File: src/rtl/indptr_row_reader.sv
// indptr_row_reader
// Read-side engine for the double-buffered CSR row-pointer (indptr) memory.
// On a start command it walks the selected bank. Each cycle it reads
// indptr[i] on port 1 and indptr[i+1] on port 2 of that bank, and emits one
// descriptor per row (index, first nonzero offset, nonzero count) on a
// valid/ready stream. A one-cycle done pulse hands the bank back to the loader.
//
// Optional feature: define INDPTR_EMPTY_ROW_SKIP_EN to drop zero-length rows
// from the stream. Their credit is released on the cycle the data returns.
module indptr_row_reader #(
    parameter int k             = 1024,
    parameter int addressWidth  = $clog2(k + 1),
    parameter int dataportWidth = $clog2(k * k / 32),
    parameter int FIFO_DEPTH    = 4
) (
    input  logic                     clk,
    input  logic                     rst,
    input  logic                     start,
    input  logic                     bankSel,
    input  logic [addressWidth-1:0]  numRows,
    output logic                     busy,
    output logic                     done,
    output logic                     enableA,
    output logic                     enableB,
    output logic [addressWidth-1:0]  addressportA1,
    output logic [addressWidth-1:0]  addressportA2,
    output logic [addressWidth-1:0]  addressportB1,
    output logic [addressWidth-1:0]  addressportB2,
    input  logic [dataportWidth-1:0] readportA1,
    input  logic [dataportWidth-1:0] readportA2,
    input  logic [dataportWidth-1:0] readportB1,
    input  logic [dataportWidth-1:0] readportB2,
    output logic                     rowValid,
    input  logic                     rowReady,
    output logic [addressWidth-1:0]  rowIndex,
    output logic [dataportWidth-1:0] rowStart,
    output logic [dataportWidth-1:0] rowLength
);

    // Memory read latency in cycles. vld_pipe[0] marks the cycle the enable
    // is on the memory pins, and vld_pipe[STAGES] marks the cycle the data is on
    // the read ports.
    localparam int STAGES = 2;
    localparam int CW     = $clog2(FIFO_DEPTH + 1);
    localparam int PW     = (FIFO_DEPTH > 1) ? $clog2(FIFO_DEPTH) : 1;

    typedef enum logic [1:0] {IDLE, ISSUE, DRAIN, DONE} state_t;

    typedef struct packed {
        logic [addressWidth-1:0]  idx;
        logic [dataportWidth-1:0] ofs;
        logic [dataportWidth-1:0] len;
    } desc_t;

    // FSM and registered memory-side outputs
    state_t                    state_q;
    logic                      bank_q;
    logic [addressWidth-1:0]   num_q;
    logic [addressWidth-1:0]   row_q;
    logic                      busy_q;
    logic                      done_q;
    logic                      en_a_q;
    logic                      en_b_q;
    logic [addressWidth-1:0]   addr_a1_q;
    logic [addressWidth-1:0]   addr_a2_q;
    logic [addressWidth-1:0]   addr_b1_q;
    logic [addressWidth-1:0]   addr_b2_q;

    // Read pipeline tracking
    logic [STAGES:0]                    vld_pipe_q;
    logic [STAGES:0]                    vld_pipe_d;
    logic [STAGES:0][addressWidth-1:0]  idx_pipe_q;
    logic [STAGES:0][addressWidth-1:0]  idx_pipe_d;
    logic [1:0]                         in_flight_q;
    logic [1:0]                         in_flight_d;

    // Descriptor FIFO
    desc_t                     fifo_mem_q [FIFO_DEPTH];
    desc_t                     fifo_mem_d [FIFO_DEPTH];
    logic [PW-1:0]             wr_ptr_q;
    logic [PW-1:0]             wr_ptr_d;
    logic [PW-1:0]             rd_ptr_q;
    logic [PW-1:0]             rd_ptr_d;
    logic [CW-1:0]             fifo_count_q;
    logic [CW-1:0]             fifo_count_d;

    // Combinational control
    logic                      issue_go;
    logic                      issue_bank;
    logic [addressWidth-1:0]   issue_row;
    logic [dataportWidth-1:0]  ret_p1;
    logic [dataportWidth-1:0]  ret_p2;
    desc_t                     ret_desc;
    desc_t                     head;
    logic                      push;
    logic                      pop;
    int                        occ;

    function automatic logic [PW-1:0] ptr_inc(input logic [PW-1:0] p);
        return (p == PW'(FIFO_DEPTH - 1)) ? '0 : p + 1'b1;
    endfunction

    // Issue decision. A read may go out only if every outstanding row still
    // has a FIFO slot once it returns. Outstanding rows are the FIFO contents,
    // the two pipeline stages after the memory pins, and the read on the pins
    // this cycle. A pop this cycle frees one slot.
    always_comb begin
        issue_bank = (state_q == IDLE) ? bankSel : bank_q;
        issue_row  = (state_q == IDLE) ? '0 : row_q;
        pop        = (fifo_count_q != '0) && rowReady;
        occ        = int'(fifo_count_q) + int'(in_flight_q) + int'(vld_pipe_q[0]) - int'(pop);
        issue_go   = 1'b0;
        if (state_q == IDLE)
            issue_go = start && (numRows != '0);
        else if (state_q == ISSUE)
            issue_go = (occ < FIFO_DEPTH);
    end

    // Form the returning descriptor from the walked bank's read ports
    always_comb begin
        ret_p1       = bank_q ? readportB1 : readportA1;
        ret_p2       = bank_q ? readportB2 : readportA2;
        ret_desc.idx = idx_pipe_q[STAGES];
        ret_desc.ofs = ret_p1;
        ret_desc.len = ret_p2 - ret_p1;
`ifdef INDPTR_EMPTY_ROW_SKIP_EN
        push = vld_pipe_q[STAGES] && (ret_desc.len != '0);
`else
        push = vld_pipe_q[STAGES];
`endif
    end

    // Next-state for the pipeline trackers, the in-flight counter and the FIFO
    always_comb begin
        vld_pipe_d   = {vld_pipe_q[STAGES-1:0], issue_go};
        idx_pipe_d   = {idx_pipe_q[STAGES-1:0], issue_row};
        in_flight_d  = in_flight_q + {1'b0, vld_pipe_q[0]} - {1'b0, vld_pipe_q[STAGES]};
        fifo_count_d = fifo_count_q + CW'(push) - CW'(pop);
        wr_ptr_d     = push ? ptr_inc(wr_ptr_q) : wr_ptr_q;
        rd_ptr_d     = pop ? ptr_inc(rd_ptr_q) : rd_ptr_q;
        fifo_mem_d   = fifo_mem_q;
        if (push)
            fifo_mem_d[wr_ptr_q] = ret_desc;
    end

    // Stream outputs. The payload is forced to zero while no descriptor is valid.
    always_comb begin
        head      = fifo_mem_q[rd_ptr_q];
        rowValid  = (fifo_count_q != '0);
        rowIndex  = rowValid ? head.idx : '0;
        rowStart  = rowValid ? head.ofs : '0;
        rowLength = rowValid ? head.len : '0;
    end

    // Walk FSM. Enables and addresses are registered and cleared every cycle
    // unless a read is issued. Only the selected bank is ever driven.
    always_ff @(posedge clk) begin
        if (rst) begin
            state_q   <= IDLE;
            bank_q    <= 1'b0;
            num_q     <= '0;
            row_q     <= '0;
            busy_q    <= 1'b0;
            done_q    <= 1'b0;
            en_a_q    <= 1'b0;
            en_b_q    <= 1'b0;
            addr_a1_q <= '0;
            addr_a2_q <= '0;
            addr_b1_q <= '0;
            addr_b2_q <= '0;
        end else begin
            done_q    <= 1'b0;
            en_a_q    <= issue_go && !issue_bank;
            en_b_q    <= issue_go && issue_bank;
            addr_a1_q <= (issue_go && !issue_bank) ? issue_row : '0;
            addr_a2_q <= (issue_go && !issue_bank) ? issue_row + 1'b1 : '0;
            addr_b1_q <= (issue_go && issue_bank) ? issue_row : '0;
            addr_b2_q <= (issue_go && issue_bank) ? issue_row + 1'b1 : '0;
            case (state_q)
                IDLE: begin
                    if (start) begin
                        bank_q <= bankSel;
                        num_q  <= numRows;
                        busy_q <= 1'b1;
                        if (numRows == '0) begin
                            state_q <= DONE;
                            done_q  <= 1'b1;
                        end else begin
                            // Row 0 is issued from IDLE itself.
                            row_q   <= addressWidth'(1);
                            state_q <= (numRows == addressWidth'(1)) ? DRAIN : ISSUE;
                        end
                    end
                end
                ISSUE: begin
                    if (issue_go) begin
                        row_q <= row_q + 1'b1;
                        if (row_q == num_q - 1'b1)
                            state_q <= DRAIN;
                    end
                end
                DRAIN: begin
                    // Look at next-cycle occupancy so done lands in the cycle
                    // right after the last handshake.
                    if (in_flight_d == '0 && fifo_count_d == '0) begin
                        state_q <= DONE;
                        done_q  <= 1'b1;
                    end
                end
                DONE: begin
                    busy_q  <= 1'b0;
                    state_q <= IDLE;
                end
                default: state_q <= IDLE;
            endcase
        end
    end

    // Pipeline, in-flight counter and FIFO pointer registers
    always_ff @(posedge clk) begin
        if (rst) begin
            vld_pipe_q   <= '0;
            idx_pipe_q   <= '0;
            in_flight_q  <= '0;
            wr_ptr_q     <= '0;
            rd_ptr_q     <= '0;
            fifo_count_q <= '0;
        end else begin
            vld_pipe_q   <= vld_pipe_d;
            idx_pipe_q   <= idx_pipe_d;
            in_flight_q  <= in_flight_d;
            wr_ptr_q     <= wr_ptr_d;
            rd_ptr_q     <= rd_ptr_d;
            fifo_count_q <= fifo_count_d;
        end
    end

    // FIFO storage. No reset is needed because the outputs are gated by rowValid.
    always_ff @(posedge clk) begin
        fifo_mem_q <= fifo_mem_d;
    end

    assign busy          = busy_q;
    assign done          = done_q;
    assign enableA       = en_a_q;
    assign enableB       = en_b_q;
    assign addressportA1 = addr_a1_q;
    assign addressportA2 = addr_a2_q;
    assign addressportB1 = addr_b1_q;
    assign addressportB2 = addr_b2_q;

endmodule

File: config.mk
export PLATFORM = sky130hd
export DESIGN_NAME = indptr_row_reader
export DESIGN_NICKNAME = d
export VERILOG_FILES = /design/src/rtl/indptr_row_reader.sv
export SDC_FILE = /design/constraint.sdc
export NUM_CORES = 1
export LEC_CHECK = 0
export BUFFER_PORTS_ARGS = -buffer_cell sky130_fd_sc_hd__buf_4
export CORE_UTILIZATION = 35
export DETAILED_ROUTE_END_ITERATION = 16
export SYNTH_ARGS = -nofsm -noshare
export SYNTH_HDL_FRONTEND = slang
export SYNTH_SLANG_ARGS = --single-unit
File: constraint.sdc
create_clock -name clk -period 4.4 [get_ports clk]
set_input_delay 0.88 -clock clk [delete_from_list [all_inputs] [get_ports clk]]
set_output_delay 0.88 -clock clk [all_outputs]
set_load 0.02 [all_outputs]
==> results of run 1 <==
-- cells in the final DEF (no fill, tap or decap), types with 4 or more instances in the layout --
cell type	instances
a21oi_1	33
and2_1	42
and2_2	4
and3_1	4
buf_4	176
clkbuf_1	8
clkbuf_16	31
clkinv_2	6
dfxtp_1	115
edfxtp_1	164
ha_1	36
inv_1	51
mux2_2	14
mux2i_1	24
mux4_2	41
nand2_1	51
nand3_1	13
nor2_1	75
nor2b_1	33
nor3_1	21
nor4b_1	4
o21ai_0	8
xnor2_1	31
xor2_1	11
-- final cells by class --
type	count	area [um2]
Fill cell	3004	18400
Clock inverter	12	91.3
Timing Repair Buffer	176	1320
Tap cell	442	553
Multi-Input combinational cell	507	4080
Sequential cell	282	7290
Inverter	51	191
Clock buffer	42	838
-- worst max-delay path, delay by kind of cell, from the launching register on --
family | cells | cell delay (ns)
DFF | 1 | 0.70
and+or+nand+nor | 2 | 0.33
adders and majority gates | 2 | 0.65
AOI/OAI and AO/OA | 4 | 0.73
muxes | 2 | 0.64
-- per-stage QoR --
step                      cells  cell area (um2)
final                      1512            14400
after global placement     1458            13400
after CTS                  1512            14400
after floorplan             888            11700
after detailed placement   1458            13400
after global routing       1512            14400
-- state kept, by name (all words and copies together) (netlist names), 3 cells and up --
signal and cells:
vld_pipe_q 3, idx_pipe_q 11, fifo_count_q 3, num_q 11
row_q 11, addressportB1 11, addressportA1 11, idx_pipe_d 22
addressportA2 11, fifo_mem_q 164, addressportB2 11
-- logic make-up after synthesis --
family | Yosys count
AOI/OAI and AO/OA | 78
adders and majority gates | 38
muxes | 79
DFF | 282
and+or+nand+nor | 270
buffers and inverters | 99
xor gates and xnor gates | 42
-- worst paths after layout --
kind	startpoint	to	cells after the start
worst min register to register	idx_pipe_d[12]$_SDFF_PP0_	idx_pipe_d[23]$_SDFF_PP0_	1
worst min-delay path	idx_pipe_d[12]$_SDFF_PP0_	idx_pipe_d[23]$_SDFF_PP0_	1
worst max register to register	bank_q$_SDFFE_PP0P_	fifo_mem_q[14]$_DFFE_PP_	10
worst max-delay path	bank_q$_SDFFE_PP0P_	fifo_mem_q[14]$_DFFE_PP_	10
-- where the power goes --
group | switching (mW) | internal (mW)
clock | 0.988 | 1.38
combinational | 1.26 | 0.936
sequential | 0.103 | 2.98
total | 2.35 | 5.30
-- layer usage --
metal  vias up  wire (um)  track usage [%]
met5         -          0                0
li1       3478          -                -
met1      3405      11100             18.8
met4         0        459             3.67
met3        40       1240             2.22
met2       176      11800             24.9
==> flow_summary_export.csv, run 1 <==
group,metric,value,unit
status,status,"finished, final reports clean",
setup_path,path_class,"flip-flop to flip-flop",
clock_network,cts_buffers,30,
yosys,ys_seq_area_share,62.1,%
clock_network,clk_path_buf_depth,3,
finish,drive_above_1_share,27.2,%
setup_path,critPathMaxFanout,19,
timing,finalCritPeriodShare,76.5,%
grt,grt_first_pass_wirelength,38300,um
yosys,synth_area,11700,um2
floorplanning,start_util,35.8,%
yosys,synthArstFlopShare,0,%
floorplanning,core,32800,um2
yosys,synth_top_area_share,42.0,%
clock_network,root_buffer,"clkbuf_16",
yosys,synth-xor-area-share,3.14,%
power,p_leak,5.44,nW
power,p_total,7.64,mW
clock_network,cts_tree,"built",
timing,max_freq,297,MHz
yosys,synth-compound-area-share,4.47,%
floorplanning,die_y,185,um
floorplanning,rows,66,
timing,rsz0062_at_grt,"no",
grt,antenna_found_initial,0,
grt,grt_use_total,14.4,%
grt,grt-ovfl-total,0,
yosys,postSynthCellCount,888,
yosys,synth_top_flop_cell,"edfxtp_1",
job,max-cap-violations,0,
finish,n_antenna_cell,0,
placement,io_buffers,165,
yosys,synth_top_family_by_area,"simple AND/OR/NAND/NOR gates",
drt,antenna_left,0,
clock_network,post_cts_buffers,0,
yosys,ys_ff_latch,282,
yosys,synth-simple-area-share,11.6,%
yosys,netlist-cell-type-count,56,
power,powerDensity,532,nW/um2
placement,place_hpwl,16500,um
clock_network,cts_sinks,282,
drt,avgViaCountPerCell,4.70,
timing,whs,0.433,ns
floorplanning,die_area,34300,um2
clock_network,htree_levels,1,
drt,wl_per_cell,16.3,um
timing,setup_ws,1.03,ns
timing,setup_tns,0,ns
timing,setup-violations-final,0,
setup_path,crit_chain,"mux2_2 -> ha_1 -> fa_1 -> nor2b_1 -> o31a_1 -> o211ai_1 -> a21oi_1 -> o21ba_2 -> mux2i_1 -> nand4_1",
setup_path,reg2reg_slack,1.03,ns
clock_network,hold_buffers,0,
placement,gp_congestion,0.799,
grt,first_global_vias,7256,
timing,drv_slew,0,
yosys,netlist_top_cells_count,"164 x edfxtp_1, 118 x dfxtp_1, 75 x nor2_1",
power,ir_drop,0.000298,V
floorplanning,io_pins,166,
timing,finalHoldViolCount,0,
setup_path,slowest_stage,"dfxtp_2",
floorplanning,die-width,185,um
yosys,synthMuxAreaShare,11.3,%
setup_path,critPathLaunchType,"flip-flop",
yosys,synth.largest_area_cell,"edfxtp_1",
clock_network,post_cts_resized,0,
yosys,avgSynthCellArea,13.2,um2
yosys,synth_edf_count,164,
yosys,synth_warnings,0,
clock_network,clk_latency,0.54,ns
finish,num-nets-final,1162,
finish,area_delta_synth_final,22.4,%
timing,fin_crit,3.37,ns
setup_path,worst_ep_arrival_time,3.62,ns
yosys,synth.most_common_cell,"edfxtp_1",
grt,grt_max_degree,65,
drt,num_vias,7099,
timing,maxSlewHeadroom,36.3,%
drt,drc,0,
hold_path,hp-class,"flip-flop to flip-flop",
yosys,synth.top_cells.by_area,"edfxtp_1 42%, dfxtp_1 20%, mux4_2 7.9%, ha_1 3.8%, and2_1 2.5%",
finish,final_util,43.8,%
drt,routed_wl,24600,um
clock_network,clkTransAtPathRegs,0.06,ns
drt,drt_iter0_markers,427,
timing,worst_pin_slew,0.950,ns
setup_path,critPathRequiredTime,4.65,ns
setup_path,critPathMaxStageDelay,0.70,ns
drt,firstDrtPassIters,4,
placement,pre_cts_ws,0.757,ns
setup_path,critPathCaptureType,"flip-flop",
yosys,synth_nets,1002,
yosys,synth-adder-area-share,4.18,%
timing,finClkSkew,0.0110,ns
Note: power is estimated with default switching activity, not from simulation.
==> run 2, diff against run 1 <==
==> constraint.sdc (replaced) <==
create_clock -name clk -period 2.77 [get_ports clk]
set_input_delay 0.554 -clock clk [delete_from_list [all_inputs] [get_ports clk]]
set_output_delay 0.554 -clock clk [all_outputs]
set_load 0.02 [all_outputs]
==> run 2 against run 1 <==
Compared with the run above:
- die area unchanged
- cell area up 8.2%
- sequential share of layout area decreased by 3.8 points
- largest cell class unchanged
- sequential cell count unchanged
- clock power up 75%
- non-clock buffer count grew 71
- critical endpoint is now fifo_mem_q[137]$_DFFE_PP_
- worst hold slack worse by 0.17 ns
- worst setup slack got worse by 1.1 ns
- fmax up 17%
- count of clock-buffer cells in the layout did not move
- the run now ends with negative setup slack left
- sequential power is 58% higher
- register-to-register slack worse by 1.1 ns
==> flow_summary_export.csv, run 2 (same netlist as run 1, synthesis figures left out) <==
group,metric,value,unit
clock_network,clkTransAtPathRegs,0.06,ns
timing,finalCritPeriodShare,104,%
power,ir_drop,0.000510,V
power,p_leak,5.98,nW
hold_path,holdPathEnd,"bank_q$_SDFFE_PP0P_",
clock_network,root_buffer,"clkbuf_16",
grt,use_met2,25.9,%
power,power_frac_seq,36.6,%
timing,finClkSkew,0.00906,ns
grt,grt_util_met3,2.08,%
drt,wl_per_cell,16.4,um
power,p_int,9.32,mW
power,comb_power_share,32.3,%
timing,fin_crit,2.88,ns
power,switching_share,29.9,%
timing,setup_tns,-0.592,ns
finish,drive_above_1_share,36.9,%
drt,drc,0,
finish,area_delta_synth_final,32.5,%
grt,busiest_layer,"met2",
timing,setup-violations-final,12,
finish,n_antenna_cell,0,
clock_network,clk_latency,0.54,ns
floorplanning,core,32800,um2
timing,drv_slew,0,
setup_path,critPathMaxFanout,7,
power,powerDensity,856,nW/um2
timing,rsz0062_at_grt,"yes",
grt,grt_max_degree,43,
grt,grt_use_total,14.7,%
drt,avgViaCountPerCell,4.74,
placement,gp_congestion,0.818,
drt,antenna_left,0,
timing,finalHoldViolCount,0,
job,max-cap-violations,0,
setup_path,critPathRequiredTime,3.01,ns
drt,drt_iter0_markers,356,
hold_path,hp-class,"input port to flip-flop",
hold_path,min_delay_path_depth,3,
drt,routed_wl,25900,um
floorplanning,die_y,185,um
setup_path,r2r-end,"fifo_mem_q[137]$_DFFE_PP_",
power,pwr-share-clk,31.1,%
drt,num_vias,7503,
grt,grt_first_pass_wirelength,39400,um
finish,top_register,"fifo_mem_q",
setup_path,worstRegToRegCells,11,
floorplanning,rows,66,
timing,setup_ws,-0.108,ns
timing,whs,0.262,ns
timing,worst_pin_slew,0.636,ns
power,p_switching,3.98,mW
floorplanning,start_util,35.8,%
setup_path,r2r_start,"bank_q$_SDFFE_PP0P_",
finish,num-nets-final,1232,
clock_network,cts_buffers,29,
grt,grt_use_met1,18.9,%
grt,first_global_vias,7385,
clock_network,htree_levels,1,
timing,max_freq,347,MHz
placement,place_hpwl,17300,um
floorplanning,die_area,34300,um2
placement,io_buffers,165,
status,status,"finished with violations",
status,violations,"negative setup slack",
grt,antenna_found_initial,0,
setup_path,reg2reg_slack,-0.11,ns
drt,firstDrtPassIters,5,
floorplanning,die-width,185,um
finish,largest_register_ffs,164,
setup_path,critPathCaptureType,"flip-flop",
finish,final_common_cell,"buf_4",
placement,pre_cts_ws,-0.264,ns
clock_network,cts_sinks,282,
hold_path,min_from,"bankSel",
grt,grt-ovfl-total,0,
setup_path,critPathLaunchType,"flip-flop",
clock_network,clk_path_buf_depth,3,
floorplanning,io_pins,166,
setup_path,path_class,"flip-flop to flip-flop",
clock_network,cts_tree,"built",
setup_path,worst_ep_arrival_time,3.12,ns
finish,mostFrequentLayoutCells,"236 x buf_4, 164 x edfxtp_1, 113 x dfxtp_1, 75 x nor2_1, 50 x nand2_1",
timing,maxSlewHeadroom,57.6,%
==> run 2: cell types whose count changed in the layout (fill, tap and decap cells not counted), sizes merged <==
cell,before,now
clkbuf,42,43
clkinvlp,2,1
inv,52,55
clkinv,8,3
buf,176,246
bufinv,1,4
==> run 2: worst max path at each step <==
stage | start | endpoint | slack (ns) | cells after the start
final | bank_q$_SDFFE_PP0P_ | fifo_mem_q[137]$_DFFE_PP_ | -0.11 | 11
after global routing | bank_q$_SDFFE_PP0P_ | fifo_mem_q[14]$_DFFE_PP_ | -0.18 | 12
after CTS | bank_q$_SDFFE_PP0P_ | fifo_mem_q[54]$_DFFE_PP_ | -0.04 | 12
after global placement | rowReady | state_q[0]$_SDFFE_PP0P_ | -0.20 | 13
after floorplan | bank_q$_SDFFE_PP0P_ | fifo_mem_q[137]$_DFFE_PP_ | 0.005 | 12
after detailed placement | rowReady | addressportB2[10]$_SDFF_PP0_ | -0.26 | 13
==> run 2: critical path, cell delays in order (launching register included) <==
cell,delay (ns)
dfxtp_4,0.37
buf_12,0.14
buf_4,0.13
buf_4,0.12
mux2_2,0.36
ha_4,0.23
a21oi_2,0.13
nor2b_1,0.10
or4_4,0.42
o21ba_4,0.23
mux2i_1,0.14
nand4_1,0.19
==> run 2: metal layers <==
layer / part of all wire (%) / vias to the layer above
li1: - / 3634
met1: 45 / 3668
met2: 49 / 165
met3: 4.2 / 36
met4: 1.9 / 0
met5: 0 / -
==> run 2: metrics by stage <==
step / area, um2 / util [%] / instances / total power, mW
finish: 15500 / 47.4 / 1583 / 13.3
CTS: 15200 / 46.3 / 1569 / 13.1
detailed placement: 13900 / 42.5 / 1512 / 8.84
global route: 15500 / 47.4 / 1583 / 13.9
global placement: 13900 / 42.5 / 1512 / 8.80
floorplan: 11800 / - / 888 / 7.40
==> run 2: cell type report <==
cell class / count / area [um2]
Clock inverter: 12 / 175
Fill cell: 2910 / 17200
Multi-Input combinational cell: 507 / 4490
Inverter: 51 / 194
Clock buffer: 42 / 867
Timing Repair Buffer: 247 / 1970
Tap cell: 442 / 553
Sequential cell: 282 / 7300
==> run 2: timing repair <==
item | 4_1_cts | 5_1_grt
gates cloned | 1 | 1
gates resized for setup | 30 | 43
hold buffers | 0 | 0
endpoints found under the setup margin | 61 | 81
pin swaps | 7 | 28
setup buffers | 2 | 17
==> run 2: power by group through the flow <==
stage          clock network (mW)  logic (mW)  registers, mW
6_report                     4.14        4.30           4.87
5_1_grt                      4.37        4.68           4.89
4_1_cts                      4.23        4.03           4.88
3_5_place_dp                    0        3.88           4.96
3_3_place_gp                    0        3.85           4.96
2_1_floorplan                   0        2.48           4.92
